File: config.mk
export PLATFORM = sky130hd
export DESIGN_NAME = uart_result_sender
export DESIGN_NICKNAME = d
export VERILOG_FILES = /design/src/rtl/uart_result_sender.sv
export SDC_FILE = /design/constraint.sdc
export NUM_CORES = 1
export LEC_CHECK = 0
export ABC_AREA = 1
export CAP_MARGIN = 25
export CORE_MARGIN = 1
export CORE_UTILIZATION = 55
export DETAILED_ROUTE_END_ITERATION = 8
export PLACE_DENSITY = 0.88
export REMOVE_ABC_BUFFERS = 1
export SYNTH_ARGS = -nofsm -noshare
export SYNTH_HDL_FRONTEND = slang
export SYNTH_SLANG_ARGS = --single-unit
File: constraint.sdc
create_clock -name clk -period 3.9 [get_ports clk]
set_input_delay 0.39 -clock clk [delete_from_list [all_inputs] [get_ports clk]]
set_output_delay 0.39 -clock clk [all_outputs]
set_load 0.05 [all_outputs]
File: src/rtl/uart_result_sender.sv
// Serialises a scalar result or a vector of buffer elements onto an 8N1 UART line.
// Elements are ELEM_BYTES wide and are sent little-endian with no gap between bytes.
module uart_result_sender #(
    parameter int unsigned CLKS_PER_BIT = 100,
    parameter int unsigned N_ELEMS      = 1024,
    parameter int unsigned ELEM_BYTES   = 1,
    parameter int unsigned ADDR_W       = $clog2(N_ELEMS)
) (
    input  logic                    clk,
    input  logic                    reset,
    input  logic                    start,
    input  logic                    mode,
    input  logic [ADDR_W:0]         len,
    input  logic [8*ELEM_BYTES-1:0] scalar_in,
    output logic [ADDR_W-1:0]       rd_addr,
    input  logic [8*ELEM_BYTES-1:0] rd_data,
    output logic                    uart_tx,
    output logic                    busy,
    output logic                    done
);

    localparam int unsigned CNT_W  = (CLKS_PER_BIT > 1) ? $clog2(CLKS_PER_BIT) : 1;
    localparam int unsigned BYTE_W = (ELEM_BYTES > 1) ? $clog2(ELEM_BYTES) : 1;
    localparam logic [CNT_W-1:0]  CNT_LAST  = CNT_W'(CLKS_PER_BIT - 1);
    localparam logic [BYTE_W-1:0] BYTE_LAST = BYTE_W'(ELEM_BYTES - 1);
    localparam logic [ADDR_W:0]   MAX_LEN   = (ADDR_W + 1)'(N_ELEMS);

    typedef enum logic [2:0] {
        StIdle,
        StFetch,
        StLoad,
        StStart,
        StData,
        StStop
    } state_e;

    state_e                  state_q;
    logic [CNT_W-1:0]        cnt_q;
    logic [2:0]              bit_q;
    logic [BYTE_W-1:0]       byte_q;
    logic [8*ELEM_BYTES-1:0] shift_q;
    logic [ADDR_W:0]         len_q;
    logic                    mode_q;
    logic                    bit_end;
    logic                    last_elem;

    // rd_addr doubles as the element index.
    always_comb begin
        bit_end   = (cnt_q == CNT_LAST);
        last_elem = ({1'b0, rd_addr} == len_q - (ADDR_W + 1)'(1));
    end

    always_ff @(posedge clk) begin
        if (reset) begin
            state_q <= StIdle;
            cnt_q   <= '0;
            bit_q   <= '0;
            byte_q  <= '0;
            shift_q <= '0;
            len_q   <= '0;
            mode_q  <= 1'b0;
            rd_addr <= '0;
            uart_tx <= 1'b1;
            busy    <= 1'b0;
            done    <= 1'b0;
        end else begin
            done <= 1'b0;
            unique case (state_q)
                StIdle: begin
                    if (start) begin
                        mode_q <= mode;
                        cnt_q  <= '0;
                        bit_q  <= '0;
                        byte_q <= '0;
                        if (!mode) begin
                            shift_q <= scalar_in;
                            uart_tx <= 1'b0;
                            busy    <= 1'b1;
                            state_q <= StStart;
                        end else if (len == '0) begin
                            done <= 1'b1;
                        end else begin
                            len_q   <= (len > MAX_LEN) ? MAX_LEN : len;
                            rd_addr <= '0;
                            busy    <= 1'b1;
                            state_q <= StFetch;
                        end
                    end
                end
                StFetch: state_q <= StLoad;
                StLoad: begin
                    shift_q <= rd_data;
                    uart_tx <= 1'b0;
                    state_q <= StStart;
                end
                StStart: begin
                    if (bit_end) begin
                        cnt_q   <= '0;
                        uart_tx <= shift_q[0];
                        shift_q <= shift_q >> 1;
                        state_q <= StData;
                    end else begin
                        cnt_q <= cnt_q + CNT_W'(1);
                    end
                end
                StData: begin
                    if (bit_end) begin
                        cnt_q <= '0;
                        if (bit_q == 3'd7) begin
                            bit_q   <= '0;
                            uart_tx <= 1'b1;
                            state_q <= StStop;
                        end else begin
                            bit_q   <= bit_q + 3'd1;
                            uart_tx <= shift_q[0];
                            shift_q <= shift_q >> 1;
                        end
                    end else begin
                        cnt_q <= cnt_q + CNT_W'(1);
                    end
                end
                StStop: begin
                    if (bit_end) begin
                        cnt_q <= '0;
                        if (byte_q != BYTE_LAST) begin
                            // Next byte already sits in the low bits of shift_q.
                            byte_q  <= byte_q + BYTE_W'(1);
                            uart_tx <= 1'b0;
                            state_q <= StStart;
                        end else begin
                            byte_q <= '0;
                            if (mode_q && !last_elem) begin
                                rd_addr <= rd_addr + ADDR_W'(1);
                                state_q <= StFetch;
                            end else begin
                                busy    <= 1'b0;
                                done    <= 1'b1;
                                state_q <= StIdle;
                            end
                        end
                    end else begin
                        cnt_q <= cnt_q + CNT_W'(1);
                    end
                end
            endcase
        end
    end

endmodule

==> reports/results.txt, run 1 <==
outcome - completed
Seq pwr share - 31.0%
Netlist cell types - 40
max-slew violations - 0
Iter 0 DRT Violations - 127
antenna violations before repair - 0
Syn Area/Cell - 6.852 sq um
routability cong. - 0.8833
Crit path max-delay family - simple AND/OR/NAND/NOR gates
Slowest cell on crit path - nor4_4
Comb power frac - 51.8%
vias in the first global route - 2642
Register-to-Register Path Depth - 10
Core Box Area - 0.004880 sq mm
Critical Path Start - cnt_q[0]
die area - 0.005526 sq mm
Place WS - 1544 ps
Starting Density - 58.97%
crit end category - flip-flop
sw power - 0.0009898 W
fin worst setup slack - 1490 ps
TritonCTS buffer count - 5
Pwr Density - 618.1 mW/mm^2
RSZ-0062 raised after global routing - false
nets - 496
Setup crit start kind - flip-flop
share of cells above drive strength 1 - 10.41%
Synth Register Bits - 46
DRC viols - 0
Required @ worst endpoint - 4080 ps
mean routed wirelength per cell - 12.88 um
Clock transition at path regs - 100 ps
number of synthesized flops with an enable pin - 0
Post-CTS Setup Bufs - 0
CTS tree - done
Worst-Margin Slew - 601.1 ps
crit share post-route - 61.80%
r2r startpoint - cnt_q[0]
Seq. cell area - 920.9 sq um
fraction of registers with async set/reset - 0%
multi-input combinational cell area - 0.001704 sq mm
cts repair resizes - 0
Max VDD drop - 0.0003845 V
largest net degree at the start of global routing - 30
Int Power - 0.001141 W
I/O Buffers - 43
Worst Hold Launch - shift_q[6]
critical path cell sequence - ha_1 > inv_1 > nor4_4 > nor2_2 > a21oi_2 > o21ai_1 > nor2_2 > nand2_2 > nand2_1 > a21oi_1
DPL Wire Length - 5066 um
Post-Route WL - 6802 um
clock root buffer - clkbuf_8
TNS Setup - 0 ps
Final Setup Violations - 0
# hold bufs at CTS - 0
Seq/Total Area, Yosys - 32.00%
first-pass GRT wire length - 11410 um
Finished Layout Cells - 528
fmax - 414.9 MHz
max incr delay on CP - 450 ps
CP max FO - 11
Fin. Hold Viols - 0
number of diodes - 0
GR Util All Layers - 26.52%
clk buf depth - 2
Setup CP Type - flip-flop to flip-flop
Cell Rows - 25
Critical Path Stages - 10
Sink Count - 46
chip width - 74.34 um
min Tclk post-route - 2410 ps
Mapped Cells - 420
Max Cap Viol - 0
Fill cells - 404
hold depth - 2
CP most frequent cell - nor2_2
Post-DRT Antenna Nets - 0
Area Overhead vs Synth - 19.78%
I/O pins - 44
Post-Syn Area - 0.002878 sq mm
grt ovf - 0
Die Y-Extent - 74.34 um
Via Count - 2854
final setup skew - 12.31 ps
Rel. slew slack - 59.50%
Switching Share - 46.46%
Worst Hold Class - flip-flop to flip-flop
Syn. warnings - 0
clock network power share - 17.2%
clock latency on the worst-skew pair - 310 ps
H-tree Lvls - 2
# placed instances - 520
Critical path buffers and inverters - 1
1st-pass router iterations - 4
Arr. time, crit path - 2590 ps
Top FF cell, synth - dfxtp_1
DR vias/cell - 5.405
P_leak - 1.378 nW
==> power groups by stage <==
| stage | logic [W] | clock network (W) | registers (W) |
|---|---|---|---|
| floorplan | 0.000772 | 0 | 0.000719 |
| detailed placement | 0.00109 | 0 | 0.000669 |
| CTS | 0.00110 | 0.000370 | 0.000660 |
| global placement | 0.00105 | 0 | 0.000666 |
| finish | 0.00110 | 0.000366 | 0.000660 |
| global route | 0.00122 | 0.000385 | 0.000674 |
==> final cells by class <==
type	instances	share of cell area [%]
Multi-Input combinational cell	314	49.44
Clock inverter	3	1.307
Timing Repair Buffer	44	12.70
Inverter	49	5.408
Sequential cell	46	26.72
Tap cell	67	2.432
Clock buffer	5	1.996
==> cell usage after synthesis (all sizes together) (2+ instances only) <==
library cell	n	area share, %
nand2	101	14
nor2	57	9.3
inv	49	6.5
dfxtp	46	32
a21oi	43	7.6
nand3	30	5.4
o21ai	15	3.0
nor3	9	1.6
a211oi	8	3.1
a22oi	7	1.8
clkbuf	7	0.96
nand4	7	1.5
xor2	7	2.1
ha	5	2.2
nand3b	5	1.3
xnor2	5	1.5
buf	4	1.3
nor3b	4	1.4
nor4	3	1.2
and2	2	0.43
==> worst register-to-register path: cells and delay by family (launching register included) <==
family / cells / cell delay [ps]
and+or+nand+nor: 5 / 1290
DFF: 1 / 380
AOI/OAI and AO/OA: 3 / 350
buffers and inverters: 1 / 90
adders and majority gates: 1 / 180
==> logic make-up after synthesis <==
group,after synthesis,share of synthesized area (%)
adders and majority gates,5,2.174
DFF,46,32.00
and+or+nand+nor,219,35.91
AOI/OAI and AO/OA,78,17.48
buffers and inverters,60,8.782
xor gates and xnor gates,12,3.652
==> per-layer routing <==
| metal | up-vias | GRT usage, % | share of wire (%) |
|---|---|---|---|
| met3 | 8 | 5.285 | 5.4 |
| li1 | 1468 | - | - |
| met2 | 87 | 44.44 | 49 |
| met5 | - | 0 | 0 |
| met1 | 1291 | 34.19 | 44 |
| met4 | 0 | 8.805 | 1.1 |
==> layout by cell type, fill, tap and decap left out, drive strengths merged <==
| cell | instances |
|---|---|
| a211oi | 8 |
| a21oi | 43 |
| a221o | 1 |
| a22o | 1 |
| a22oi | 7 |
| and2 | 2 |
| buf | 1 |
| bufinv | 1 |
| clkbuf | 5 |
| clkdlybuf4s50 | 43 |
| clkinvlp | 2 |
| dfxtp | 46 |
| ha | 5 |
| inv | 49 |
| nand2 | 101 |
| nand3 | 30 |
| nand3b | 5 |
| nand4 | 7 |
| nor2 | 57 |
| nor3 | 9 |
| nor3b | 4 |
| nor4 | 3 |
| o21a | 1 |
| o21ai | 15 |
| o21bai | 1 |
| o31ai | 1 |
| or2 | 1 |
| xnor2 | 5 |
| xor2 | 7 |
==> per-stage QoR <==
stage | total power (W) | hold slack, ps | instance area [sq um] | utilization [%]
final | 0.002131 | 456.6 | 3447 | 70.64
after detailed placement | 0.001757 | 440.7 | 3333 | 68.31
after global routing | 0.002281 | 478.2 | 3447 | 70.64
after CTS | 0.002127 | 452.7 | 3447 | 70.64
after global placement | 0.001714 | 436.1 | 3333 | 68.31
after floorplan | 0.001491 | 423.9 | 2811 | -
==> worst paths after layout <==
kind	end	slack, ps
setup / recovery	rd_addr[9]	1490
hold / removal	shift_q[6]	460
setup reg to reg	rd_addr[9]	1490
hold reg to reg	shift_q[6]	460
==> flip-flops by register name (all words and copies together) (netlist names) <==
| register | count |
|---|---|
| bit_q | 3 |
| shift_q | 8 |
| state_q | 3 |
| cnt_q | 7 |
| mode_q | 1 |
| busy | 1 |
| uart_tx | 1 |
| rd_addr | 10 |
| done | 1 |
| len_q | 11 |
No activity file was read; power rests on OpenSTA's default activity.
==> inputs of run 2 (changes only) <==
--- a/config.mk
+++ b/config.mk
@@ -8,9 +8,9 @@
 export ABC_AREA = 1
 export CAP_MARGIN = 25
 export CORE_MARGIN = 1
-export CORE_UTILIZATION = 55
+export CORE_UTILIZATION = 49
 export DETAILED_ROUTE_END_ITERATION = 8
-export PLACE_DENSITY = 0.88
+export PLACE_DENSITY = 0.83
 export REMOVE_ABC_BUFFERS = 1
 export SYNTH_ARGS = -nofsm -noshare
 export SYNTH_HDL_FRONTEND = slang
==> constraint.sdc (replaced) <==
create_clock -name clk -period 2.1 [get_ports clk]
set_input_delay 0.21 -clock clk [delete_from_list [all_inputs] [get_ports clk]]
set_output_delay 0.21 -clock clk [all_outputs]
set_load 0.05 [all_outputs]
==> reports/results.txt, run 2 (synthesized netlist as in run 1, its figures left out) <==
GR Util All Layers - 23.24%
Finished Layout Cells - 548
setup slack, reg-to-reg - 150 ps
Starting Density - 51.63%
nets - 511
number of diodes - 0
Post-Route WL - 6841 um
vias in the first global route - 2645
clk buf depth - 2
clock network power share - 14.4%
I/O pins - 44
crit share post-route - 92.62%
Fill cells - 486
max-slew violations - 0
clock latency on the worst-skew pair - 300 ps
Layout Utilization - 64.35%
Hold Path End - shift_q[5]
Crit path max-delay family - simple AND/OR/NAND/NOR gates
P_leak - 1.457 nW
outcome - completed
fmax - 514.1 MHz
Max VDD drop - 0.0007329 V
# hold bufs at CTS - 0
Slowest cell on crit path - dfxtp_1
Seq pwr share - 30.9%
r2r startpoint - cnt_q[0]
Rel. slew slack - 64.91%
max incr delay on CP - 380 ps
Reg with most FFs - len_q
Worst-Margin Slew - 524.7 ps
Cell Rows - 27
grt ovf - 0
Via Count - 2888
DR vias/cell - 5.270
Switching Share - 46.19%
routability cong. - 0.8778
die area - 0.006183 sq mm
I/O Buffers - 43
H-tree Lvls - 2
Worst Hold Class - flip-flop to flip-flop
Final Setup Violations - 0
DRC viols - 0
most frequent cells in the layout - nand2_1, nor2_1, dfxtp_1
Iter 0 DRT Violations - 186
first-pass GRT wire length - 11450 um
share of cells above drive strength 1 - 14.92%
Worst Hold Launch - shift_q[5]
r2r endpoint - shift_q[6]
sw power - 0.001844 W
CP max FO - 13
Max Cap Viol - 0
Required @ worst endpoint - 2290 ps
max reg flops - 11
final setup skew - 3.831 ps
mean routed wirelength per cell - 12.48 um
hold depth - 2
Area Overhead vs Synth - 24.65%
TritonCTS buffer count - 5
Core Box Area - 0.005574 sq mm
min Tclk post-route - 1945 ps
largest net degree at the start of global routing - 29
Register-to-Register Path Depth - 9
Fin. Hold Viols - 0
Critical path buffers and inverters - 2
1st-pass router iterations - 4
Comb power frac - 54.7%
Int Power - 0.002148 W
DPL Wire Length - 5178 um
CTS tree - done
commonest non-fill, non-tap cell in the layout - nand2_1
# placed instances - 538
Clock transition at path regs - 90 ps
chip width - 78.64 um
Sink Count - 46
Arr. time, crit path - 2140 ps
crit end category - flip-flop
hold_ws - 456.7 ps
antenna violations before repair - 0
clock root buffer - clkbuf_8
Die Y-Extent - 78.64 um
Pwr Density - 1113 mW/mm^2
Setup CP Type - flip-flop to flip-flop
critical path cell sequence - ha_1 > inv_1 > nor4_4 > buf_4 > nor2_4 > nor3b_4 > nand3_4 > o21ai_0 > a21oi_1
Setup crit start kind - flip-flop
biggest regs - len_q (11), rd_addr (10), shift_q (8)
Post-DRT Antenna Nets - 0
==> run 2: cell count changes in the layout (fill, tap and decap cells not counted), sizes merged <==
| cell | change |
|---|---|
| buf | +15 |
| clkbuf | +1 |
| bufinv | -1 |
| clkinvlp | -1 |
| clkinv | +1 |
==> run 2: layer usage <==
layer	up-vias	track usage, %	part of all wire, %
li1	1492	-	-
met1	1301	27.75	45
met2	85	41.74	48
met3	10	3.837	5.0
met4	0	7.778	1.3
met5	-	0	0
==> run 2: tightest hold or removal path: stages (launching register included) <==
cell     delay, ps
dfxtp_1        310
inv_1           60
a21oi_1         50
==> run 2: how the worst max path moves through the flow <==
stage / end / start / depth (start not counted) / slack, ps
after floorplan: rd_addr[1] / rd_addr[6] / 15 / 70
after global placement: len_q[0] / len[2] / 9 / 80
after detailed placement: len_q[2] / len[2] / 9 / -4
after CTS: shift_q[6] / cnt_q[0] / 9 / 20
after global routing: rd_addr[1] / len_q[1] / 17 / -20
final: shift_q[6] / cnt_q[0] / 9 / 150
==> run 2: cell type report <==
class	count	area (sq um)	share of cell area, %
well taps	72	90.09	2.511
clock inverters	2	12.51	0.3488
multi-input cells	314	1742	48.55
flip-flops and latches	46	923.4	25.74
inverters	49	186.4	5.197
repair buffers	59	550.5	15.35
clock buffers	6	82.58	2.302
==> run 2: repair_timing <==
action / in CTS / in global routing
gates resized for setup: 0 / 11
endpoints found under the setup margin: 0 / 20
setup buffers: 0 / 2
endpoints found under the hold margin: 0 / 0
==> run 2: per-stage QoR <==
| step | setup WS [ps] | total power (W) | setup TNS, ps | instance area, sq um |
|---|---|---|---|---|
| after CTS | 19.72 | 0.003906 | 0 | 3532 |
| after detailed placement | -4.135 | 0.003331 | -8.165 | 3437 |
| final | 154.9 | 0.003991 | 0 | 3587 |
| after global routing | -23.83 | 0.004311 | -52.61 | 3587 |
| after floorplan | 74.77 | 0.002769 | 0 | 2811 |
| after global placement | 75.84 | 0.003287 | 0 | 3437 |
==> run 2: power groups by stage <==
stage / sequential [W] / combinational [W] / clock [W]
floorplan: 0.00134 / 0.00143 / 0
global placement: 0.00124 / 0.00205 / 0
detailed placement: 0.00124 / 0.00209 / 0
CTS: 0.00122 / 0.00210 / 0.000581
global route: 0.00125 / 0.00244 / 0.000618
finish: 0.00123 / 0.00218 / 0.000577
==> inputs of run 3 (changes only) <==
--- a/config.mk
+++ b/config.mk
@@ -10,8 +10,9 @@
 export CORE_MARGIN = 1
 export CORE_UTILIZATION = 49
 export DETAILED_ROUTE_END_ITERATION = 8
-export PLACE_DENSITY = 0.83
+export PLACE_DENSITY = 0.76
 export REMOVE_ABC_BUFFERS = 1
+export SLEW_MARGIN = 20
 export SYNTH_ARGS = -nofsm -noshare
 export SYNTH_HDL_FRONTEND = slang
 export SYNTH_SLANG_ARGS = --single-unit
==> reports/results.txt, run 3 (synthesized netlist as in run 1, its figures left out) <==
outcome - completed
hold_ws - 455.7 ps
Core Box Area - 0.005574 sq mm
Area Overhead vs Synth - 28.22%
I/O Buffers - 43
GRT met1 Usage - 31.76%
clock root buffer - clkbuf_8
max-slew violations - 0
Post-DRT Antenna Nets - 0
DR vias/cell - 5.256
CTS tree - done
1st-pass router iterations - 4
Pwr Density - 1143 mW/mm^2
Max VDD drop - 0.0008261 V
final setup skew - 5.374 ps
Rel. slew slack - 65.35%
Worst Hold Class - flip-flop to flip-flop
CP max FO - 5
Clock transition at path regs - 90 ps
met2 Track Usage GR - 39.57%
die area - 0.006183 sq mm
hold depth - 2
TritonCTS buffer count - 5
vias in the first global route - 2660
routability cong. - 0.8802
number of diodes - 0
Fin. Hold Viols - 0
Starting Density - 51.63%
grt ovf - 0
crit end category - flip-flop
Iter 0 DRT Violations - 138
DRC viols - 0
TNS Setup - 0 ps
fin worst setup slack - 98.72 ps
Worst-Margin Slew - 518.1 ps
min Tclk post-route - 2001 ps
share of cells above drive strength 1 - 16.36%
fmax - 499.7 MHz
Arr. time, crit path - 2180 ps
Max Cap Viol - 0
GR Util met3 - 4.070%
Die Y-Extent - 78.64 um
Place WS - -19.82 ps
Via Count - 2917
Seq pwr share - 29.1%
largest net degree at the start of global routing - 29
clk buf depth - 2
Reg with most FFs - len_q
mean routed wirelength per cell - 12.51 um
antenna violations before repair - 0
chip width - 78.64 um
Setup CP Type - flip-flop to flip-flop
nets - 518
# placed instances - 542
GR Util All Layers - 24.06%
Switching Share - 44.95%
Setup crit start kind - flip-flop
most used routing layer - met2
H-tree Lvls - 2
Final Setup Violations - 0
crit share post-route - 95.30%
Cell Rows - 27
max reg flops - 11
Int Power - 0.002321 W
most frequent cells in the layout - nand2_1, nor2_1, dfxtp_1, clkdlybuf4s50_1, a21oi_1
Finished Layout Cells - 555
DPL Wire Length - 5228 um
# hold bufs at CTS - 0
Fill cells - 496
I/O pins - 44
commonest non-fill, non-tap cell in the layout - nand2_1
biggest regs - len_q (11), rd_addr (10), shift_q (8)
P_leak - 1.503 nW
Required @ worst endpoint - 2280 ps
sw power - 0.001895 W
Register-to-Register Path Depth - 12
clock network power share - 15.7%
Sink Count - 46
Comb power frac - 55.2%
first-pass GRT wire length - 11880 um
Post-Route WL - 6942 um
clock latency on the worst-skew pair - 300 ps
[run 3: cell types whose count changed in the layout (fill, tap and decap cells not counted), sizes merged]
cell / delta
clkbuf: +1
nand2: +1
clkinvlp: -1
buf: +6
bufinv: +1
clkinv: -1
[run 3: final timing paths]
kind,end,startpoint,slack (ps)
setup reg to reg,rd_addr[6],cnt_q[0],100
hold / removal,shift_q[6],shift_q[6],460
setup / recovery,rd_addr[6],cnt_q[0],100
hold reg to reg,shift_q[6],shift_q[6],460
[run 3: timing repair]
action	4_1_cts	5_1_grt
pin swaps	1	6
setup endpoints to repair	11	16
cloned	0	1
setup buffers	0	4
endpoints found under the hold margin	0	0
resized for setup	2	16
[run 3: critical path, cell delays in order, from the launching register on]
cell and delay, ps:
dfxtp_2 350, ha_1 170, inv_1 90, nor4_4 200
buf_4 180, nor2_2 60, a21oi_2 160, o21ai_2 90
nor2_4 200, buf_4 150, nand2_2 80, nand2_1 80
a21oi_1 50
[run 3: cell type report]
type	count	area, sq um	area share (%)
Multi-Input combinational cell	315	1767	47.88
Clock buffer	7	76.32	2.068
Tap cell	72	90.09	2.442
Clock inverter	1	30.03	0.8138
Sequential cell	46	924.6	25.06
Timing Repair Buffer	65	615.6	16.68
Inverter	49	186.4	5.053
[run 3: power by group through the flow]
stage / logic [W] / registers, W / clock network [W]
2_1_floorplan: 0.00143 / 0.00134 / 0
3_3_place_gp: 0.00213 / 0.00124 / 0
3_5_place_dp: 0.00217 / 0.00124 / 0
4_1_cts: 0.00220 / 0.00122 / 0.000664
5_1_grt: 0.00260 / 0.00125 / 0.000710
6_report: 0.00233 / 0.00123 / 0.000662
[run 3: stage by stage]
stage / util (%) / area [sq um] / total power (W)
6_report: 66.20 / 3690 / 0.004217
5_1_grt: 66.20 / 3690 / 0.004555
4_1_cts: 64.47 / 3593 / 0.004081
3_5_place_dp: 62.42 / 3480 / 0.003406
3_3_place_gp: 62.42 / 3480 / 0.003361
2_1_floorplan: - / 2811 / 0.002769
[run 3: routing by layer]
layer / wire [um] / vias up
met1: 3317 / 1333
met3: 319 / 9
met5: 0 / -
met2: 3210 / 64
li1: - / 1511
met4: 95 / 0
